--- config.mk ---
export PLATFORM = sky130hd
export DESIGN_NAME = m68k_bus_bridge
export DESIGN_NICKNAME = d
export VERILOG_FILES = /design/src/rtl/m68k_bus_bridge.sv
export SDC_FILE = /design/constraint.sdc
export NUM_CORES = 1
export LEC_CHECK = 0
export ABC_CLOCK_PERIOD_IN_PS = 2800
export BUFFER_PORTS_ARGS = -buffer_cell sky130_fd_sc_hd__buf_2
export CAP_MARGIN = 20
export CORE_UTILIZATION = 35
export CTS_CLUSTER_SIZE = 40
export DETAILED_ROUTE_END_ITERATION = 12
export PLACE_DENSITY = 0.68
export SLEW_MARGIN = 10
export SYNTH_ARGS = -nofsm -noshare
export SYNTH_HDL_FRONTEND = slang
export SYNTH_SLANG_ARGS = --single-unit
--- constraint.sdc ---
create_clock -name clk -period 2.8 [get_ports clk]
set_input_delay 0.42 -clock clk [delete_from_list [all_inputs] [get_ports clk]]
set_output_delay 0.42 -clock clk [all_outputs]
set_load 0.05 [all_outputs]
--- src/rtl/m68k_bus_bridge.sv ---
// m68k_bus_bridge
// Converts the asynchronous 68000 pin bus (AS/UDS/LDS/RW/DTACK/BERR) into the
// internal synchronous master bus (active-high uds/lds strobes, ack handshake,
// 32-bit address, 16-bit data). One request is outstanding at a time.
// Optional feature macro: BRIDGE_BERR_TIMEOUT_EN -- adds a timeout counter and
// a BERR state that terminates a request left unanswered for TIMEOUT_CYCLES.
module m68k_bus_bridge #(
    parameter int unsigned TIMEOUT_CYCLES = 255
) (
    input  logic        clk,
    input  logic        reset_n,
    input  logic [23:1] cpu_addr,
    input  logic [15:0] cpu_data_in,
    output logic [15:0] cpu_data_out,
    output logic        cpu_data_oe,
    input  logic        cpu_as_n,
    input  logic        cpu_uds_n,
    input  logic        cpu_lds_n,
    input  logic        cpu_rw,
    output logic        cpu_dtack_n,
    output logic        cpu_berr_n,
    output logic [31:0] master_addr,
    output logic [15:0] master_write,
    input  logic [15:0] master_read,
    output logic        master_uds,
    output logic        master_lds,
    output logic        master_rw,
    input  logic        master_ack
);

    typedef enum logic [1:0] {
        ST_IDLE = 2'd0,
        ST_REQ  = 2'd1,
`ifdef BRIDGE_BERR_TIMEOUT_EN
        ST_ACK  = 2'd2,
        ST_BERR = 2'd3
`else
        ST_ACK  = 2'd2
`endif
    } state_t;

    state_t      state_q, state_d;
    logic        armed_q, armed_d;
    logic        as_m_q, as_s_q;
    logic        uds_m_q, uds_s_q;
    logic        lds_m_q, lds_s_q;
    logic [23:1] addr_q, addr_d;
    logic [15:0] wdata_q, wdata_d;
    logic [15:0] rdata_q, rdata_d;
    logic        uds_q, uds_d;
    logic        lds_q, lds_d;
    logic        rw_q, rw_d;
    logic        dtack_n_q, dtack_n_d;
    logic        oe_q, oe_d;

`ifdef BRIDGE_BERR_TIMEOUT_EN
    localparam logic [15:0] CNT_LAST = 16'(TIMEOUT_CYCLES - 1);
    logic [15:0] cnt_q, cnt_d;
    logic        berr_n_q, berr_n_d;
`endif

    assign master_addr  = {8'h00, addr_q, 1'b0};
    assign master_write = wdata_q;
    assign master_uds   = uds_q;
    assign master_lds   = lds_q;
    assign master_rw    = rw_q;
    assign cpu_data_out = rdata_q;
    assign cpu_data_oe  = oe_q;
    assign cpu_dtack_n  = dtack_n_q;
`ifdef BRIDGE_BERR_TIMEOUT_EN
    assign cpu_berr_n   = berr_n_q;
`else
    assign cpu_berr_n   = 1'b1;
`endif

    // Two-flop synchronisers for the CPU strobes; they reset to the asserted
    // level so the bridge only arms once a genuine AS-high has propagated.
    always_ff @(posedge clk or negedge reset_n) begin
        if (!reset_n) begin
            as_m_q  <= 1'b0;
            as_s_q  <= 1'b0;
            uds_m_q <= 1'b0;
            uds_s_q <= 1'b0;
            lds_m_q <= 1'b0;
            lds_s_q <= 1'b0;
        end else begin
            as_m_q  <= cpu_as_n;
            as_s_q  <= as_m_q;
            uds_m_q <= cpu_uds_n;
            uds_s_q <= uds_m_q;
            lds_m_q <= cpu_lds_n;
            lds_s_q <= lds_m_q;
        end
    end

    // State and registered bus outputs.
    always_ff @(posedge clk or negedge reset_n) begin
        if (!reset_n) begin
            state_q   <= ST_IDLE;
            armed_q   <= 1'b0;
            addr_q    <= '0;
            wdata_q   <= '0;
            rdata_q   <= '0;
            uds_q     <= 1'b0;
            lds_q     <= 1'b0;
            rw_q      <= 1'b1;
            dtack_n_q <= 1'b1;
            oe_q      <= 1'b0;
        end else begin
            state_q   <= state_d;
            armed_q   <= armed_d;
            addr_q    <= addr_d;
            wdata_q   <= wdata_d;
            rdata_q   <= rdata_d;
            uds_q     <= uds_d;
            lds_q     <= lds_d;
            rw_q      <= rw_d;
            dtack_n_q <= dtack_n_d;
            oe_q      <= oe_d;
        end
    end

`ifdef BRIDGE_BERR_TIMEOUT_EN
    // Timeout counter and bus-error output register.
    always_ff @(posedge clk or negedge reset_n) begin
        if (!reset_n) begin
            cnt_q    <= '0;
            berr_n_q <= 1'b1;
        end else begin
            cnt_q    <= cnt_d;
            berr_n_q <= berr_n_d;
        end
    end
`endif

    // Next-state logic: latch the CPU cycle in IDLE, hold it in REQ until a
    // slave acks (or the timeout fires), then wait for AS to rise.
    always_comb begin
        state_d   = state_q;
        armed_d   = armed_q;
        addr_d    = addr_q;
        wdata_d   = wdata_q;
        rdata_d   = rdata_q;
        uds_d     = uds_q;
        lds_d     = lds_q;
        rw_d      = rw_q;
        dtack_n_d = dtack_n_q;
        oe_d      = oe_q;
`ifdef BRIDGE_BERR_TIMEOUT_EN
        cnt_d     = cnt_q;
        berr_n_d  = berr_n_q;
`endif

        case (state_q)
            ST_IDLE: begin
                if (as_s_q) begin
                    armed_d = 1'b1;
                end
                if (armed_q && !as_s_q && (!uds_s_q || !lds_s_q)) begin
                    addr_d  = cpu_addr;
                    rw_d    = cpu_rw;
                    wdata_d = cpu_data_in;
                    uds_d   = ~uds_s_q;
                    lds_d   = ~lds_s_q;
                    state_d = ST_REQ;
`ifdef BRIDGE_BERR_TIMEOUT_EN
                    cnt_d   = '0;
`endif
                end
            end
            ST_REQ: begin
                if (master_ack) begin
                    if (rw_q) begin
                        rdata_d = master_read;
                    end
                    uds_d     = 1'b0;
                    lds_d     = 1'b0;
                    dtack_n_d = 1'b0;
                    oe_d      = rw_q;
                    state_d   = ST_ACK;
                end
`ifdef BRIDGE_BERR_TIMEOUT_EN
                else if (cnt_q == CNT_LAST) begin
                    uds_d    = 1'b0;
                    lds_d    = 1'b0;
                    berr_n_d = 1'b0;
                    oe_d     = 1'b0;
                    state_d  = ST_BERR;
                end else begin
                    cnt_d = cnt_q + 16'd1;
                end
`endif
            end
            ST_ACK: begin
                if (as_s_q) begin
                    dtack_n_d = 1'b1;
                    oe_d      = 1'b0;
                    state_d   = ST_IDLE;
                end
            end
`ifdef BRIDGE_BERR_TIMEOUT_EN
            ST_BERR: begin
                if (as_s_q) begin
                    berr_n_d = 1'b1;
                    state_d  = ST_IDLE;
                end
            end
`endif
            default: begin
                state_d = ST_IDLE;
            end
        endcase
    end

endmodule

==> results.py <==
metrics = {
    "cts": {
        "clock_latency_ns": 0.32,
        "cts_setup_buffers": 0,
        "cts_buffers": 9,
        "cts_tree": "done",
        "cts-root-buf": "clkbuf_8",
        "cts_buffer_depth": 2,
        "ctsHoldBuffers": 0,
        "numClockSinks": 69,
        "clkTransAtPathRegs_ns": 0.07,
        "htreeDepth": 3,
        "cts_resized": 0,
    },
    "die": {
        "dieArea_mm2": 0.00833,
        "die_y_um": 91.3,
        "num_rows": 32,
        "initial_core_util": 0.361,
        "coreArea_mm2": 0.00773,
        "io_pins": 132,
        "fp.dieW_um": 91.3,
    },
    "worst_setup_path": {
        "end_kind": "register",
        "slowest_stage": "buf_4",
        "critPathLaunchType": "register",
        "crit_required_ns": 3.01,
        "max_stage_delay_ns": 0.61,
        "arrival_ns": 2.01,
        "path_class": "register to register",
        "crit_fanout": 43,
        "path_buf_inv": 1,
        "crit_family": "buffers and inverters",
        "path_cells": "nor2_2, nand4b_4, buf_4, mux2_2",
    },
    "sta": {
        "fmax_mhz": 557,
        "fin_crit_sh": 0.641,
        "tightest_slew_ns": 0.862,
        "skew_ns": 0.00825,
        "setup_viol": 0,
        "finalSetupTns_ns": 0,
        "maxSlewHeadroom": 0.425,
        "min_period_ns": 1.80,
        "final_max_slew_viol_count": 0,
        "finalHoldViolations": 0,
        "rsz0062_at_grt": "no",
    },
    "synthesis": {
        "ys_ff_latch": 69,
        "synth_area_mm2": 0.00279,
        "yosysSeqAreaShare": 0.620,
        "syn-mean-instance-area_um2": 17.0,
        "synth_cells": 164,
        "yosysWarnings": 0,
        "synth_cell_type_count": 21,
    },
    "detailed_routing": {
        "drc": 0,
        "ant_nets": 0,
        "vias": 1696,
        "drtIter0Drc": 37,
        "dr.pass1.iters": 4,
        "wire_per_inst_um": 12.7,
        "drt_wl_total_um": 5030,
        "avgViaCountPerCell": 4.27,
    },
    "layout": {
        "n_antenna_cell": 0,
        "nets": 353,
        "drive_gt1_frac": 0.678,
        "final_common_cell": "buf_2",
        "final_core_util": 0.470,
        "areaGrowthSynthToFinish_pct": 30.3,
        "mostFrequentLayoutCells": "buf_2 (121), dfrtp_1 (67), mux2_4 (37)",
    },
    "global_routing": {
        "grt_use_total": 0.128,
        "grt_max_degree": 70,
        "busiest_layer": "met2",
        "met1_usage": 0.157,
        "grt_pass1_wl_um": 8250,
        "overflow": 0,
        "first_global_vias": 1784,
        "grt_antenna_before_repair": 0,
        "use_met2": 0.208,
        "grtUsageMet3": 0.0369,
    },
    "run": {
        "max-cap-violations": 0,
    },
    "placed_design": {
        "place_congestion": 0.647,
        "portBuffers": 121,
        "hpwl_um": 3500,
    },
    "worst_hold_path": {
        "hold_path.class": "input pin to register",
    },
    "run_status": {
        "outcome": "finished, final reports clean",
    },
}
[state kept, by name, indices dropped and copies added, names as in the netlist]
signal and count:
uds_s_q 1, lds_m_q 1, master_lds 1, state_q 2, cpu_data_out 16, as_s_q 1
master_uds 1, lds_s_q 1, master_write 16, armed_q 1, uds_m_q 1, cpu_data_oe 1
master_rw 1, addr_q 23, as_m_q 1, cpu_dtack_n 1
[logic make-up after synthesis]
logic type / synth area share
other: 0.00269
and+or+nand+nor: 0.0314
DFF: 0.620
AOI/OAI and AO/OA: 0.0144
buffers and inverters: 0.0484
muxes: 0.283
[worst paths after layout]
check / from / end / slack [ns] / cells past startpoint
max: state_q[0] / master_write[6] / 1.00 / 4
min: cpu_lds_n / lds_m_q / 0.21 / 1
max reg2reg: state_q[0] / master_write[6] / 1.00 / 4
min reg2reg: lds_m_q / lds_s_q / 0.34 / 0
max in group asynchronous: reset_n / addr_q[3] / 1.95 / 2
min in group asynchronous: reset_n / master_write[0] / 0.29 / 2
[per-layer routing]
layer	wire (µm)	part of all wire	vias up
met5	0	0	-
met4	63	0.013	0
met3	291	0.058	8
met2	2450	0.49	67
met1	2230	0.44	825
li1	-	-	796
[Yosys cell counts]
master	instances	area share
o22ai_1	2	0.0045
dfstp_2	2	0.019
nor2_2	1	0.0022
nand2b_1	2	0.0045
nand3b_1	1	0.0027
buf_4	10	0.027
nor2_1	1	0.0013
mux2_4	37	0.20
conb_1	2	0.0027
inv_1	1	0.0013
nand2_1	4	0.0054
dfrtp_1	67	0.60
buf_6	5	0.020
mux2_2	19	0.077
nand4b_4	1	0.0085
o21ai_0	2	0.0036
nand3_2	1	0.0036
mux2i_1	2	0.0072
a21o_1	1	0.0027
a21oi_1	2	0.0036
nor2b_2	1	0.0031
[through the flow]
| step | std cells | hold slack [ns] | area [µm²] | setup slack, ns |
|---|---|---|---|---|
| 2_1_floorplan | 172 | 0.124 | 2820 | 1.33 |
| 3_3_place_gp | 382 | 0.334 | 3440 | 1.04 |
| 5_1_grt | 397 | 0.191 | 3630 | 0.889 |
| 3_5_place_dp | 382 | 0.335 | 3440 | 0.999 |
| 4_1_cts | 397 | 0.183 | 3630 | 0.977 |
| 6_report | 397 | 0.206 | 3630 | 1.00 |
[final cells by class]
type                            count  area, µm²
Clock buffer                       11        151
Multi-Input combinational cell     87        955
Clock inverter                      4       47.5
Sequential cell                    69       1730
Timing Repair Buffer              123        621
Fill cell                         694       4090
Tap cell                          102        128
Inverter                            1       3.75
Power is not shown: default switching activity piles up to over one toggle a cycle in this logic, so the estimate is an artifact.
